**config.mk**
```make
export PLATFORM = sky130hd
export DESIGN_NAME = if_stage
export DESIGN_NICKNAME = d
export VERILOG_FILES = /design/src/rtl/if_stage.sv
export SDC_FILE = /design/constraint.sdc
export NUM_CORES = 1
export LEC_CHECK = 0
export ABC_AREA = 1
export CORE_MARGIN = 2
export CORE_UTILIZATION = 54
export DETAILED_ROUTE_END_ITERATION = 10
export HOLD_SLACK_MARGIN = 0.05
export PLACE_DENSITY_LB_ADDON = 0.12
export SYNTH_ARGS = -nofsm -noshare
export SYNTH_HDL_FRONTEND = slang
export SYNTH_SLANG_ARGS = --single-unit
export TNS_END_PERCENT = 50
```
**constraint.sdc**
```tcl
create_clock -name clk -period 7.3 [get_ports clk]
set_input_delay 1.46 -clock clk [delete_from_list [all_inputs] [get_ports clk]]
set_output_delay 1.46 -clock clk [all_outputs]
set_load 0.05 [all_outputs]
```
**src/rtl/if_stage.sv**
```systemverilog
// Instruction-fetch stage: one outstanding imem request, a one-entry skid
// buffer behind the IF/ID register, and redirect handling that drops any
// response belonging to a flushed fetch.
module if_stage #(
   parameter logic [31:0] RESET_PC = 32'h0000_0000
) (
   input  logic        clk,
   input  logic        reset,
   output logic        imem_req,
   output logic [31:0] imem_addr,
   input  logic        imem_ack,
   input  logic [31:0] imem_rdata,
   input  logic        stall,
   input  logic        redirect,
   input  logic [31:0] redirect_pc,
   output logic        id_valid,
   output logic [31:0] id_instr,
   output logic [31:0] id_pc,
   output logic [6:0]  id_funct7
);

   localparam logic [1:0] FETCH   = 2'd0;
   localparam logic [1:0] HOLD    = 2'd1;
   localparam logic [1:0] DISCARD = 2'd2;

   localparam logic [31:0] NOP = 32'h0000_0013;

   logic [1:0]  state;
   logic [31:0] pc;
   logic [31:0] pend_pc;
   logic [31:0] skid_instr;
   logic [31:0] skid_pc;
   logic [31:0] redirect_tgt;
   logic [31:0] pc_next_seq;
   logic        id_free;

   // Word-aligned redirect target, sequential next pc, and IF/ID availability
   always_comb begin
      redirect_tgt = {redirect_pc[31:2], 2'b00};
      pc_next_seq  = pc + 32'd4;
      id_free      = !id_valid || !stall;
   end

   // Request is outstanding except while a word is parked in the skid buffer
   always_comb begin
      imem_req  = (state != HOLD);
      imem_addr = pc;
      id_funct7 = id_instr[31:25];
   end

   // Fetch state machine, pc, skid buffer and IF/ID register
   always_ff @(posedge clk or posedge reset) begin
      if (reset) begin
         state      <= FETCH;
         pc         <= RESET_PC;
         pend_pc    <= 32'h0;
         skid_instr <= 32'h0;
         skid_pc    <= 32'h0;
         id_valid   <= 1'b0;
         id_instr   <= NOP;
         id_pc      <= 32'h0;
      end else begin
         case (state)
            FETCH: begin
               if (redirect) begin
                  id_valid   <= 1'b0;
                  skid_instr <= 32'h0;
                  skid_pc    <= 32'h0;
                  if (imem_ack) begin
                     pc <= redirect_tgt;
                  end else begin
                     pend_pc <= redirect_tgt;
                     state   <= DISCARD;
                  end
               end else if (imem_ack) begin
                  pc <= pc_next_seq;
                  if (id_free) begin
                     id_valid <= 1'b1;
                     id_instr <= imem_rdata;
                     id_pc    <= pc;
                  end else begin
                     skid_instr <= imem_rdata;
                     skid_pc    <= pc;
                     state      <= HOLD;
                  end
               end else if (!stall) begin
                  id_valid <= 1'b0;
               end
            end
            HOLD: begin
               if (redirect) begin
                  id_valid   <= 1'b0;
                  skid_instr <= 32'h0;
                  skid_pc    <= 32'h0;
                  pc         <= redirect_tgt;
                  state      <= FETCH;
               end else if (!stall) begin
                  id_valid <= 1'b1;
                  id_instr <= skid_instr;
                  id_pc    <= skid_pc;
                  state    <= FETCH;
               end
            end
            DISCARD: begin
               // The in-flight response is never written into IF/ID
               if (redirect) begin
                  id_valid   <= 1'b0;
                  skid_instr <= 32'h0;
                  skid_pc    <= 32'h0;
                  pend_pc    <= redirect_tgt;
                  if (imem_ack) begin
                     pc    <= redirect_tgt;
                     state <= FETCH;
                  end
               end else begin
                  if (!stall) begin
                     id_valid <= 1'b0;
                  end
                  if (imem_ack) begin
                     pc    <= pend_pc;
                     state <= FETCH;
                  end
               end
            end
            default: begin
               state <= FETCH;
            end
         endcase
      end
   end

endmodule

```
==> impl_metrics.json <==
{
  "switching_share_pct": 51.4,
  "initial_utilization_pct": 55.2,
  "cp_num_buf_inv": 4,
  "hold_ws_ns": 0.486,
  "hold_viol_final": 0,
  "routed_wl_mm": 28.0,
  "hold_start": "skid_pc[13]",
  "syn_to_final_growth_pct": 20.8,
  "rows": 50,
  "drc_errors": 0,
  "root_buffer": "clkbuf_16",
  "p_comb_share_pct": 55.5,
  "wl_per_cell_um": 16.2,
  "gp_congestion": 0.882,
  "coreArea_um2": 18700,
  "grt_max_degree": 137,
  "antenna_left": 0,
  "final_common_cell": "nand2_1",
  "p_per_area_nw_per_um2": 522,
  "fin_tns_setup_ns": 0,
  "synth-seq-cells": 193,
  "io_pins": 174,
  "crit_chain": "clkdlybuf4s50_1 > buf_4 > inv_6 > nand2_1 > nand3_2 > inv_2 > o21ai_1 > a21oi_1 > nor2_1",
  "rsz0062_at_grt": "false",
  "cp-start-kind": "primary input",
  "worstReg2RegStart": "state[0]",
  "clock_latency_ns": 0.43,
  "max_slew.worst_pin.slew_ns": 0.974,
  "end_kind": "flip-flop",
  "finalCriticalPeriod_ns": 4.59,
  "peakVddDrop_mv": 0.510,
  "clk_pin_slew_ns": 0.07,
  "max_cap_viol_count": 0,
  "seq_area_frac_synth_pct": 46.8,
  "cts_buffer_depth": 2,
  "leakage_nw": 5.40,
  "grt_pass1_vias": 8816,
  "drt-initial-drc-count": 984,
  "synth_warnings": 0,
  "crit_required_ns": 7.61,
  "crit_fanout": 63,
  "synthesis.nets": 1455,
  "power_switching_mw": 3.34,
  "post-place-cells": 1698,
  "layout.nets": 1557,
  "grt_util_all_layers_pct": 27.8,
  "die_y_um": 142,
  "fillers": 1668,
  "dr.pass1.iters": 5,
  "synth.distinct_cells": 34,
  "diodes": 0,
  "fin_crit_sh_pct": 62.8,
  "cpMaxStageDelayCell": "nand3_2",
  "grt_overflow": 0,
  "path_class": "primary input to flip-flop",
  "status": "completed",
  "die_x_um": 142,
  "grt_pass1_wl_mm": 45.1,
  "max_slew_margin_pct": 35.1,
  "cts_buffers": 17,
  "power_frac_seq_pct": 30.4,
  "synth_area_um2": 10300,
  "syn_inst": 1381,
  "vias_per_cell": 5.62,
  "skew_ns": 0.00979,
  "cp_top_family": "buffers and inverters",
  "crit_arrival_ns": 4.90,
  "cts.sinks": 193,
  "drive_gt1_share_pct": 5.41,
  "die_area_um2": 20200,
  "post-place-ws_ns": 2.41,
  "final_cell_mix": "nand2_1, dfrtp_1, clkdlybuf4s50_1",
  "instances_no_fill": 1730,
  "slew_viol_final": 0,
  "place_hpwl_mm": 17.7,
  "cp_slowest_stage_delay_ns": 0.75,
  "hp-class": "flip-flop to flip-flop",
  "final-setup-viol-count": 0,
  "cp-startpoint": "redirect",
  "fmax_mhz": 218,
  "vias": 9731,
  "cts_setup_buffers": 0,
  "syn_area_per_cell_um2": 7.47,
  "power_frac_clock_pct": 14.1,
  "h-tree-depth": 4,
  "intPower_mw": 3.17,
  "cts.repair.resized": 0,
  "cts_tree": "done",
  "cts_hold_buffers": 0,
  "finalWorstSetupSlack_ns": 2.71,
  "antenna_found_initial": 0,
  "portBuffers": 171
}
## worst register-to-register path, cell delays in order, from the launching register on
cell     delay (ns)
dfrtp_1        0.44
inv_1          0.08
ha_1           0.30
buf_4          0.29
inv_1          0.11
buf_4          0.41
nand2_1        0.60
inv_2          0.74
nand2_1        0.19
or2_1          0.27
nand2_1        0.06
nand2_1        0.04
nand2_1        0.06
## state kept, by name, indices dropped and copies added (netlist names)
register / cells
id_instr: 32
id_pc: 32
imem_addr: 32
skid_instr: 32
skid_pc: 32
pend_pc: 30
state: 2
id_valid: 1
## power by group through the flow
| stage | sequential [mW] | combinational (mW) | clock, mW |
|---|---|---|---|
| 5_1_grt | 2.04 | 3.90 | 0.974 |
| 4_1_cts | 1.97 | 3.60 | 0.933 |
| 3_5_place_dp | 1.99 | 3.59 | 0 |
| 6_report | 1.98 | 3.61 | 0.920 |
| 3_3_place_gp | 1.97 | 3.54 | 0 |
| 2_1_floorplan | 2.79 | 1.80 | 0 |
## cell type report
class	instances	area [um2]	share of cell area [%]
Inverter	88	343	2.75
Clock buffer	18	429	3.44
Sequential cell	193	4830	38.8
Tap cell	234	293	2.35
Clock inverter	14	145	1.16
Timing Repair Buffer	183	1800	14.4
Multi-Input combinational cell	1000	4630	37.1
## cells in the mapped netlist (all sizes together)
cell     instances  share of area, %
a21oi           52               2.5
xor2             1             0.085
o2111ai          1             0.085
nand2          456                17
nand3           82               4.0
a22oi            1             0.073
o22ai            2              0.12
mux2             3              0.33
o211ai           7              0.51
nand4            5              0.30
buf             65               4.1
dfrtp          190                46
nor3             3              0.15
a31oi           87               5.3
clkbuf          35               1.3
o41ai            6              0.51
dfstp            3              0.76
o31ai           15               1.7
or2              1             0.061
o21bai           1             0.073
o21ai          123               6.0
nor2           149               5.6
ha               5              0.61
inv             88               3.2
## logic make-up after synthesis
family,synth area share [%]
simple gates,26.8
compound gates,16.8
flops,46.8
buf+inv,8.61
fa+ha+maj,0.606
mux,0.327
xor+xnor,0.0849
## routing by layer
metal  GRT usage (%)  vias to the layer above  wire length, um
met3            4.14                       30             2180
met5               0                        -                0
met2            42.5                      462            12500
li1                -                     4746                -
met4            8.05                        0              427
met1            41.3                     4493            12900
## final timing paths
check                                 to  slack, ns  cells after the start
hold / removal               skid_pc[13]       0.49                      2
setup / recovery            imem_addr[0]       2.71                      9
min in group asynchronous   id_instr[28]       1.63                      2
max in group asynchronous   id_instr[19]       4.32                      3
hold reg to reg              skid_pc[13]       0.49                      2
setup reg to reg           imem_addr[15]       3.63                     12
## through the flow
stage	util (%)	cell area, um2	total power, mW
finish	66.7	12500	6.51
global route	66.7	12500	6.92
CTS	66.7	12500	6.51
detailed placement	63.6	11900	5.58
global placement	63.6	11900	5.51
floorplan	-	10300	4.59
Note: power is estimated with default switching activity, not from simulation.
